File: src/rtl/lab2_proc_hazard_pkg.sv
`default_nettype none
// ============================================================================
// Module      : lab2_proc_hazard_pkg
// Description : Shared types and constants for the pipeline hazard unit.
//               BYP_* encode the D-stage operand bypass-mux selects;
//               stage_ctrl_t is the control word carried per stage X/M/W.
// Revision    : 1.0 - initial release
// ============================================================================
package lab2_proc_hazard_pkg;

    localparam int ADDR_NBITS = 5;

    localparam logic [1:0] BYP_RF = 2'd0;
    localparam logic [1:0] BYP_X  = 2'd1;
    localparam logic [1:0] BYP_M  = 2'd2;
    localparam logic [1:0] BYP_W  = 2'd3;

    typedef struct packed {
        logic                  val;
        logic                  wen;
        logic [ADDR_NBITS-1:0] rd;
        logic                  is_load;
    } stage_ctrl_t;

endpackage
`default_nettype wire

File: src/rtl/lab2_proc_stage_ctrl_reg.sv
`default_nettype none
// ============================================================================
// Module      : lab2_proc_stage_ctrl_reg
// Description : One pipeline stage's control register. Holds when en_i is
//               low; when loading with bubble_i high the stage becomes
//               invalid (val=0). Asynchronous active-high reset clears it.
// Ports       : clk, reset      clock / async active-high reset
//               en_i            load enable (= !stall of this stage)
//               bubble_i        load an invalid instruction instead of d_i
//               d_i / q_o       control word in / out
// Revision    : 1.0 - initial release
// ============================================================================
module lab2_proc_stage_ctrl_reg
    import lab2_proc_hazard_pkg::*;
(
    input  logic        clk,
    input  logic        reset,
    input  logic        en_i,
    input  logic        bubble_i,
    input  stage_ctrl_t d_i,
    output stage_ctrl_t q_o
);

    stage_ctrl_t ctrl_q;
    stage_ctrl_t ctrl_d;

    always_comb begin
        ctrl_d = ctrl_q;
        if (en_i) begin
            ctrl_d = d_i;
            if (bubble_i) begin
                ctrl_d.val = 1'b0;
            end
        end
    end

    always_ff @(posedge clk or posedge reset) begin
        if (reset) begin
            ctrl_q <= '0;
        end else begin
            ctrl_q <= ctrl_d;
        end
    end

    assign q_o = ctrl_q;

endmodule
`default_nettype wire

File: src/rtl/lab2_proc_hazard_unit.sv
`default_nettype none
// ============================================================================
// Module      : lab2_proc_hazard_unit
// Description : Scoreboard / hazard controller for the 5-stage pipeline.
//               Tracks {val,wen,rd,is_load} of X/M/W, drives D-stage bypass
//               selects, stalls, bubbles, register enables and W writeback.
// Config      : PROC_BYPASS_EN defined -> full bypassing, load-use stall only.
//               Undefined (default)    -> no bypass, stall on any RAW in X/M/W.
// Ports       : clk, reset (async, active-high); D-stage decoded fields
//               val_D rs1_en_D rs1_D rs2_en_D rs2_D rf_wen_D rd_D is_load_D
//               squash_D; ext_stall_M, ext_stall_W; outputs op1/op2_byp_sel_D,
//               stall_D, reg_en_F/D/X/M/W, val_X/M/W, rf_wen_W, rf_waddr_W.
// Revision    : 1.0 - initial release
// ============================================================================
module lab2_proc_hazard_unit
    import lab2_proc_hazard_pkg::*;
#(
    parameter int p_addr_nbits = ADDR_NBITS,
    parameter bit p_zero_reg   = 1'b1
) (
    input  logic                    clk,
    input  logic                    reset,
    input  logic                    val_D,
    input  logic                    rs1_en_D,
    input  logic [p_addr_nbits-1:0] rs1_D,
    input  logic                    rs2_en_D,
    input  logic [p_addr_nbits-1:0] rs2_D,
    input  logic                    rf_wen_D,
    input  logic [p_addr_nbits-1:0] rd_D,
    input  logic                    is_load_D,
    input  logic                    squash_D,
    input  logic                    ext_stall_M,
    input  logic                    ext_stall_W,
    output logic [1:0]              op1_byp_sel_D,
    output logic [1:0]              op2_byp_sel_D,
    output logic                    stall_D,
    output logic                    reg_en_F,
    output logic                    reg_en_D,
    output logic                    reg_en_X,
    output logic                    reg_en_M,
    output logic                    reg_en_W,
    output logic                    val_X,
    output logic                    val_M,
    output logic                    val_W,
    output logic                    rf_wen_W,
    output logic [p_addr_nbits-1:0] rf_waddr_W
);

    stage_ctrl_t w_ctrl_D, w_ctrl_X, w_ctrl_M, w_ctrl_W;
    logic w_stall_X, w_stall_M, w_stall_W, w_stall_D, w_hazard_D;
    logic w_m1_X, w_m1_M, w_m1_W, w_m2_X, w_m2_M, w_m2_W;
    logic w_unused;

    function automatic logic f_match(input logic                    en,
                                     input logic [p_addr_nbits-1:0] rs,
                                     input logic                    vd,
                                     input stage_ctrl_t             s);
        return en & vd & s.val & s.wen & (rs == s.rd) &
               !(p_zero_reg && (rs == '0));
    endfunction

    assign w_ctrl_D = '{val: val_D, wen: rf_wen_D, rd: rd_D, is_load: is_load_D};

    assign w_m1_X = f_match(rs1_en_D, rs1_D, val_D, w_ctrl_X);
    assign w_m1_M = f_match(rs1_en_D, rs1_D, val_D, w_ctrl_M);
    assign w_m1_W = f_match(rs1_en_D, rs1_D, val_D, w_ctrl_W);
    assign w_m2_X = f_match(rs2_en_D, rs2_D, val_D, w_ctrl_X);
    assign w_m2_M = f_match(rs2_en_D, rs2_D, val_D, w_ctrl_M);
    assign w_m2_W = f_match(rs2_en_D, rs2_D, val_D, w_ctrl_W);

`ifdef PROC_BYPASS_EN
    function automatic logic [1:0] f_sel(input logic mx, input logic mm, input logic mw);
        if (mx)      return BYP_X;
        else if (mm) return BYP_M;
        else if (mw) return BYP_W;
        else         return BYP_RF;
    endfunction

    assign op1_byp_sel_D = f_sel(w_m1_X, w_m1_M, w_m1_W);
    assign op2_byp_sel_D = f_sel(w_m2_X, w_m2_M, w_m2_W);
    // Only a load in X cannot be forwarded: its data appears in M.
    assign w_hazard_D    = (w_m1_X | w_m2_X) & w_ctrl_X.is_load;
`else
    assign op1_byp_sel_D = BYP_RF;
    assign op2_byp_sel_D = BYP_RF;
    assign w_hazard_D    = w_m1_X | w_m1_M | w_m1_W | w_m2_X | w_m2_M | w_m2_W;
`endif

    // External stalls are masked in reset so every enable reads 1 then.
    assign w_stall_W = ext_stall_W & ~reset;
    assign w_stall_M = (ext_stall_M & ~reset) | w_stall_W;
    assign w_stall_X = w_stall_M;
    // A squash kills the D instruction, so its hazard must not hold D.
    assign w_stall_D = (w_hazard_D & ~squash_D) | w_stall_X;

    lab2_proc_stage_ctrl_reg u_ctrl_X (
        .clk      (clk),
        .reset    (reset),
        .en_i     (~w_stall_X),
        .bubble_i (w_stall_D | squash_D),
        .d_i      (w_ctrl_D),
        .q_o      (w_ctrl_X)
    );

    lab2_proc_stage_ctrl_reg u_ctrl_M (
        .clk      (clk),
        .reset    (reset),
        .en_i     (~w_stall_M),
        .bubble_i (w_stall_X),
        .d_i      (w_ctrl_X),
        .q_o      (w_ctrl_M)
    );

    lab2_proc_stage_ctrl_reg u_ctrl_W (
        .clk      (clk),
        .reset    (reset),
        .en_i     (~w_stall_W),
        .bubble_i (w_stall_M),
        .d_i      (w_ctrl_M),
        .q_o      (w_ctrl_W)
    );

    assign stall_D    = w_stall_D;
    assign reg_en_F   = ~w_stall_D;
    assign reg_en_D   = ~w_stall_D;
    assign reg_en_X   = ~w_stall_X;
    assign reg_en_M   = ~w_stall_M;
    assign reg_en_W   = ~w_stall_W;
    assign val_X      = w_ctrl_X.val;
    assign val_M      = w_ctrl_M.val;
    assign val_W      = w_ctrl_W.val;
    assign rf_wen_W   = w_ctrl_W.val & w_ctrl_W.wen & ~w_stall_W;
    assign rf_waddr_W = w_ctrl_W.rd;

    // is_load is only consulted in X, and only when bypassing is built in.
    assign w_unused = ^{w_ctrl_X.is_load, w_ctrl_M.is_load, w_ctrl_W.is_load};

endmodule
`default_nettype wire
File: config.mk
export PLATFORM = sky130hd
export DESIGN_NAME = lab2_proc_hazard_unit
export DESIGN_NICKNAME = d
export VERILOG_FILES = /design/src/rtl/lab2_proc_hazard_pkg.sv /design/src/rtl/lab2_proc_stage_ctrl_reg.sv /design/src/rtl/lab2_proc_hazard_unit.sv
export SDC_FILE = /design/constraint.sdc
export NUM_CORES = 1
export LEC_CHECK = 0
export CAP_MARGIN = 30
export CORE_MARGIN = 1
export CORE_UTILIZATION = 49
export DETAILED_ROUTE_END_ITERATION = 16
export MAX_ROUTING_LAYER = met4
export PLACE_DENSITY = 0.85
export RECOVER_POWER = 50
export SLEW_MARGIN = 20
export SYNTH_ARGS = -nofsm -noshare
export SYNTH_HDL_FRONTEND = slang
export SYNTH_SLANG_ARGS = --single-unit
export TNS_END_PERCENT = 10
File: constraint.sdc
create_clock -name clk -period 4.1 [get_ports clk]
set_input_delay 0.82 -clock clk [delete_from_list [all_inputs] [get_ports clk]]
set_output_delay 0.82 -clock clk [all_outputs]
set_load 0.05 [all_outputs]
==> impl_metrics.csv, run 1 <==
group,metric,value,unit
outcome,status,"completed",
floorplanning,die_h,54.2,um
detailed_routing,top_layer,"met4",
global_route,grtUsageTotal,0.245,
final_layout,diodes,0,
min_path,hold_class,"register to register",
job,drv_cap,0,
floorplanning,coreArea,2520,um2
synthesis,netlist_instances,117,
sta,rsz0062_at_grt,"false",
clock_network,insertion_delay,0.31,ns
synthesis,yosysUniqueCellTypes,27,
synthesis,yosys-top-cells-area,"dfrtp_1 39%, mux2_2 16%, xor2_1 13%, xnor2_1 6.6%, buf_4 6.2%",
final_layout,final_net_count,178,
synthesis,yosys_register_bits,21,
detailed_routing,drtIter0Drc,29,
power,report.power.total,623,uW
detailed_routing,dr_wl_met2,1.61,mm
detailed_routing,vias,1048,
synthesis,yosysWarningCount,0,
global_route,grt_pass1_vias,1013,
synthesis,netlist_area,1330,um2
placed_design,placed_cells,178,
synthesis,netlist.area_leader.share,0.394,
worst_setup_path,start_kind,"input port",
floorplanning,die_w,54.2,um
detailed_routing,ant_nets,0,
detailed_routing,met1Wirelength,1.24,mm
power,p_comb_frac,0.387,
detailed_routing,dr.pass1.iters,4,
sta,post-route-period-util,0.880,
sta,slew_violations,0,
sta,hold_viol,0,
synthesis,seq_area_frac_synth,0.394,
synthesis,avgSynthCellArea,11.4,um2
clock_network,clock_sinks,21,
worst_setup_path,crit_fanout,4,
sta,finClkSkew,0.00526,ns
global_route,grt_start_max_net_pins,22,
sta,slew_headroom,0.240,
detailed_routing,drc_errors,0,
clock_network,clk_pin_slew,0.12,ns
final_layout,layout_commonest_cell,"clkdlybuf4s50_1",
power,p_seq_frac,0.451,
clock_network,hold_buffers,0,
sta,clock.fmax,0.277,GHz
final_layout,fillers,195,
clock_network,cts_root_buf,"clkbuf_4",
detailed_routing,route.detailed.wl_per_inst,17.1,um
power,power_frac_clock,0.162,
global_route,grt_pass1_wl,4.73,mm
power,peakVddDrop,264,uV
global_route,grt_overflow,0,
clock_network,h-tree-depth,1,
sta,period_needed,3.61,ns
clock_network,postCtsResizedCells,0,
final_layout,syn_to_final_growth,28.8,%
clock_network,cts_setup_buffers,0,
detailed_routing,drt-vias-per-instance,5.76,
final_layout,utilization,0.681,
power,p_leak,0.680,nW
sta,fin_hold_ws,0.603,ns
placed_design,place.gp.congestion,0.909,
synthesis,yosys.area.top_type,"dfrtp_1",
floorplanning,rows,18,
final_layout,final_cell_mix,"34 x clkdlybuf4s50_1, 21 x dfrtp_1, 20 x xor2_1, 19 x mux2_2, 10 x xnor2_1",
sta,tns,0,ns
sta,max_slew.worst_pin.slew,1.14,ns
power,p_int,383,uW
clock_network,cts_buffer_depth,2,
power,p_per_area,362,nW/um2
clock_network,cts_tree,"built",
worst_setup_path,end_kind,"output port",
detailed_routing,drt-total-wl,3.12,mm
placed_design,dp_hpwl,2.44,mm
floorplanning,initial_utilization,0.529,
power,p_sw,239,uW
detailed_routing,wl_met3,220,um
worst_setup_path,worstPathRequired,3.28,ns
worst_setup_path,crit_type,"input port to output port",
clock_network,cts-buffers-inserted,3,
final_layout,final_cell_count_no_fill,182,
floorplanning,die_area,2930,um2
sta,setup_viol,0,
final_layout,drive_gt1_frac,0.197,
floorplanning,ioPinCount,44,
global_route,antenna_found_initial,0,
worst_setup_path,cp.arrival,2.79,ns
placed_design,port_buffers,38,
power,p_sw_frac,0.384,
==> area by class of cell <==
cell class,instances,area [um2],area share
clock buffers,4,26.3,0.0153
inverters,4,15.0,0.00874
multi-input cells,82,713,0.415
flip-flops and latches,21,526,0.306
well taps,30,37.5,0.0218
repair buffers,41,400,0.233
==> through the flow <==
stage	area (um2)	setup slack, ns
3_5_place_dp	1700	0.509
6_report	1720	0.492
3_3_place_gp	1700	0.540
5_1_grt	1720	0.404
2_1_floorplan	1350	0.498
4_1_cts	1730	0.508
==> state kept, by name, summed over array words and instances, names as in the netlist <==
signal and flops:
u_ctrl_W.q_o 7, u_ctrl_M.q_o 7, u_ctrl_X.q_o 7
==> critical path: stages <==
cell	delay, ns
clkdlybuf4s50_1	0.54
xor2_1	0.20
nor4_1	0.30
nand4_1	0.18
a311oi_1	0.39
o21a_1	0.21
buf_12	0.14
==> cells in the mapped netlist, drive strengths merged <==
| cell type | count |
|---|---|
| or4 | 2 |
| a31oi | 1 |
| dfrtp | 21 |
| buf | 12 |
| xor2 | 20 |
| nor2b | 1 |
| a311oi | 1 |
| o21a | 2 |
| nor4 | 5 |
| nand4 | 6 |
| a22o | 1 |
| a32oi | 1 |
| o32ai | 1 |
| o211ai | 1 |
| o21ai | 3 |
| nand3 | 1 |
| inv | 4 |
| conb | 1 |
| nand2b | 1 |
| xnor2 | 10 |
| nand2 | 1 |
| mux2 | 19 |
| and3 | 1 |
| clkbuf | 1 |
==> logic make-up after synthesis <==
| kind of cell | synth area share |
|---|---|
| and+or+nand+nor | 0.0835 |
| muxes | 0.160 |
| other | 0.00281 |
| DFF | 0.394 |
| xor gates and xnor gates | 0.197 |
| buffers and inverters | 0.0797 |
| AOI/OAI and AO/OA | 0.0826 |
==> worst paths after layout <==
| path | start | endpoint | slack, ns | depth (start not counted) |
|---|---|---|---|---|
| max | rs2_D[1] | stall_D | 0.49 | 7 |
| min reg2reg | u_ctrl_X.q_o[6]$_DFFE_PP0P_ | u_ctrl_M.q_o[6]$_DFFE_PP0P_ | 0.60 | 1 |
| max in group asynchronous | reset | u_ctrl_X.q_o[5]$_DFFE_PP0P_ | 2.02 | 3 |
| max reg2reg | u_ctrl_X.q_o[3]$_DFFE_PP0P_ | u_ctrl_X.q_o[7]$_DFFE_PP0P_ | 2.37 | 5 |
| min | u_ctrl_X.q_o[6]$_DFFE_PP0P_ | u_ctrl_M.q_o[6]$_DFFE_PP0P_ | 0.60 | 1 |
| min in group asynchronous | reset | u_ctrl_W.q_o[4]$_DFFE_PP0N_ | 1.41 | 3 |
==> per-layer routing <==
layer  vias up  track usage
met1       512        0.302
met5         -            -
met4         0       0.0769
met2        59        0.404
met3        10       0.0424
li1        467            -
==> power by group through the flow <==
stage,clock network [mW],registers (mW),logic (mW)
4_1_cts,0.100,0.279,0.243
2_1_floorplan,0,0.283,0.166
3_5_place_dp,0,0.284,0.242
3_3_place_gp,0,0.281,0.236
5_1_grt,0.111,0.283,0.256
6_report,0.101,0.281,0.241
Note: power is estimated with default switching activity, not from simulation.
==> run 2: changes to the inputs <==
--- a/config.mk
+++ b/config.mk
@@ -5,12 +5,13 @@
 export SDC_FILE = /design/constraint.sdc
 export NUM_CORES = 1
 export LEC_CHECK = 0
+export ABC_CLOCK_PERIOD_IN_PS = 3000
 export CAP_MARGIN = 30
 export CORE_MARGIN = 1
-export CORE_UTILIZATION = 49
+export CORE_UTILIZATION = 41
 export DETAILED_ROUTE_END_ITERATION = 16
 export MAX_ROUTING_LAYER = met4
-export PLACE_DENSITY = 0.85
+export PLACE_DENSITY = 0.76
 export RECOVER_POWER = 50
 export SLEW_MARGIN = 20
 export SYNTH_ARGS = -nofsm -noshare
==> constraint.sdc (replaced) <==
create_clock -name clk -period 3 [get_ports clk]
set_input_delay 0.6 -clock clk [delete_from_list [all_inputs] [get_ports clk]]
set_output_delay 0.6 -clock clk [all_outputs]
set_load 0.05 [all_outputs]
==> run 2 against run 1 <==
  * Critical path depth is 1 higher
  * Critical path type unchanged
  * First-iteration DRC count is 69% lower
  * Sequential power is 35% higher
  * Largest cell class unchanged
  * Largest power group unchanged
  * Sequential share of layout area is 1.8 points lower
  * Clock power is 37% higher
==> impl_metrics.csv, run 2 (synthesis results as in run 1) <==
group,metric,value,unit
worst_setup_path,endpoint,"reg_en_F",
sta,rsz0062_at_grt,"false",
final_layout,diodes,0,
worst_setup_path,worst_path_max_delay_cell,"a311oi_2",
sta,period_needed,2.90,ns
global_route,grt_overflow,0,
global_route,antenna_found_initial,0,
worst_setup_path,crit_chain,"dlygate4sd2_1, xor2_1, nor4_2, nand4_1, a311oi_2, buf_4, o21ai_2, buf_6",
placed_design,port_buffers,38,
worst_setup_path,crit_buf_inv,3,
worst_setup_path,worstPathRequired,2.40,ns
sta,slew_headroom,0.238,
detailed_routing,route.detailed.wl_per_inst,14.8,um
worst_setup_path,cp.arrival,2.30,ns
worst_setup_path,critPathLaunch,"rs2_D[3]",
floorplanning,coreArea,3080,um2
detailed_routing,vias,1011,
min_path,hold_class,"register to register",
floorplanning,rows,20,
final_layout,final_net_count,190,
power,peakVddDrop,279,uV
placed_design,place.gp.congestion,0.885,
clock_network,cts-buffers-inserted,3,
clock_network,h-tree-depth,1,
global_route,grt_pass1_wl,5.30,mm
placed_design,dp_hpwl,2.42,mm
final_layout,drive_gt1_frac,0.293,
detailed_routing,drtIter0Drc,9,
sta,max_slew.worst_pin.slew,1.14,ns
power,p_per_area,470,nW/um2
floorplanning,ioPinCount,44,
floorplanning,die_w,59.0,um
sta,fin_ws,0.0989,ns
sta,tns,0,ns
sta,clock.fmax,0.345,GHz
placed_design,postPlaceCellArea,1790,um2
clock_network,clock_sinks,21,
worst_setup_path,crit_path_max_incr_delay,0.36,ns
global_route,grtUsageTotal,0.214,
detailed_routing,dr.pass1.iters,4,
worst_setup_path,start_kind,"input port",
sta,setup_viol,0,
floorplanning,die_h,59.0,um
clock_network,cts_buffer_depth,2,
detailed_routing,drt-vias-per-instance,4.86,
sta,finClkSkew,0.00146,ns
worst_setup_path,worst-r2r-setup-slack,1.23,ns
job,drv_cap,0,
sta,slew_violations,0,
worst_setup_path,r2r-start,"u_ctrl_W.q_o[2]$_DFFE_PP0N_",
placed_design,dp_slack,-0.179,ns
floorplanning,initial_utilization,0.433,
sta,hold_viol,0,
worst_setup_path,reg2reg_depth,6,
worst_setup_path,end_kind,"output port",
detailed_routing,ant_nets,0,
detailed_routing,drt-total-wl,3.08,mm
worst_setup_path,timing.rr.end,"u_ctrl_X.q_o[7]$_DFFE_PP0P_",
outcome,status,"completed",
final_layout,syn_to_final_growth,36.7,%
worst_setup_path,worst-path-stages,8,
global_route,grt_pass1_vias,1107,
clock_network,hold_buffers,0,
power,report.power.total,857,uW
clock_network,insertion_delay,0.30,ns
final_layout,final_cell_mix,"21 x clkdlybuf4s50_1, 21 x dfrtp_1, 20 x xor2_1, 19 x mux2_2, 16 x buf_4",
power,p_leak,0.762,nW
worst_setup_path,crit_fanout,4,
global_route,grt_start_max_net_pins,22,
worst_setup_path,crit_family,"buffers and inverters",
worst_setup_path,crit_type,"input port to output port",
final_layout,stdcell_area,1820,um2
clock_network,cts_tree,"built",
floorplanning,die_area,3490,um2
clock_network,clk_pin_slew,0.11,ns
sta,post-route-period-util,0.967,
detailed_routing,drc_errors,0,
final_layout,utilization,0.592,
clock_network,cts_root_buf,"clkbuf_4",
[run 2: per-layer routing]
layer | track usage | wire [um] | vias up
met3 | 0.0328 | 98 | 5
met1 | 0.269 | 1420 | 482
met2 | 0.347 | 1520 | 28
li1 | - | - | 496
met4 | 0.0816 | 45 | 0
met5 | - | 0 | -
[run 2: final cells by class]
cell class              count  area [um2]
fillers                   266        1250
multi-input cells          82         724
inverters                   4        15.0
flip-flops and latches     21         526
repair buffers             53         477
well taps                  44        55.1
clock buffers               4        26.3
[run 2: worst min-delay path by stage]
stage,from,endpoint,slack (ns),cells after the start
after floorplan,u_ctrl_W.q_o[6]$_DFFE_PP0N_,u_ctrl_W.q_o[6]$_DFFE_PP0N_,0.52,1
after global placement,u_ctrl_W.q_o[6]$_DFFE_PP0N_,u_ctrl_W.q_o[6]$_DFFE_PP0N_,0.54,1
after CTS,u_ctrl_X.q_o[6]$_DFFE_PP0P_,u_ctrl_M.q_o[6]$_DFFE_PP0P_,0.59,1
after detailed placement,u_ctrl_M.q_o[6]$_DFFE_PP0P_,u_ctrl_M.q_o[6]$_DFFE_PP0P_,0.56,1
after global routing,u_ctrl_W.q_o[6]$_DFFE_PP0N_,u_ctrl_W.q_o[6]$_DFFE_PP0N_,0.62,1
final,u_ctrl_W.q_o[6]$_DFFE_PP0N_,u_ctrl_W.q_o[6]$_DFFE_PP0N_,0.59,1
[run 2: stage by stage]
stage                     cells  hold slack, ns
after floorplan             120           0.518
after global placement      203           0.541
after detailed placement    203           0.565
after CTS                   208           0.594
after global routing        208           0.617
final                       208           0.593
[run 2: power breakdown]
part           leakage (nW)  internal, mW  switching (mW)
combinational         0.498         0.154           0.185
clock                0.0150        0.0519          0.0859
sequential            0.249         0.323          0.0568
total                 0.762         0.529           0.328
[run 2: what timing repair did]
| item | in CTS | in global routing |
|---|---|---|
| pin swaps | 6 | 4 |
| resized for setup | 13 | 2 |
| setup endpoints to repair | 3 | 3 |
| endpoints found under the hold margin | 0 | 0 |
| setup buffers | 1 | 0 |
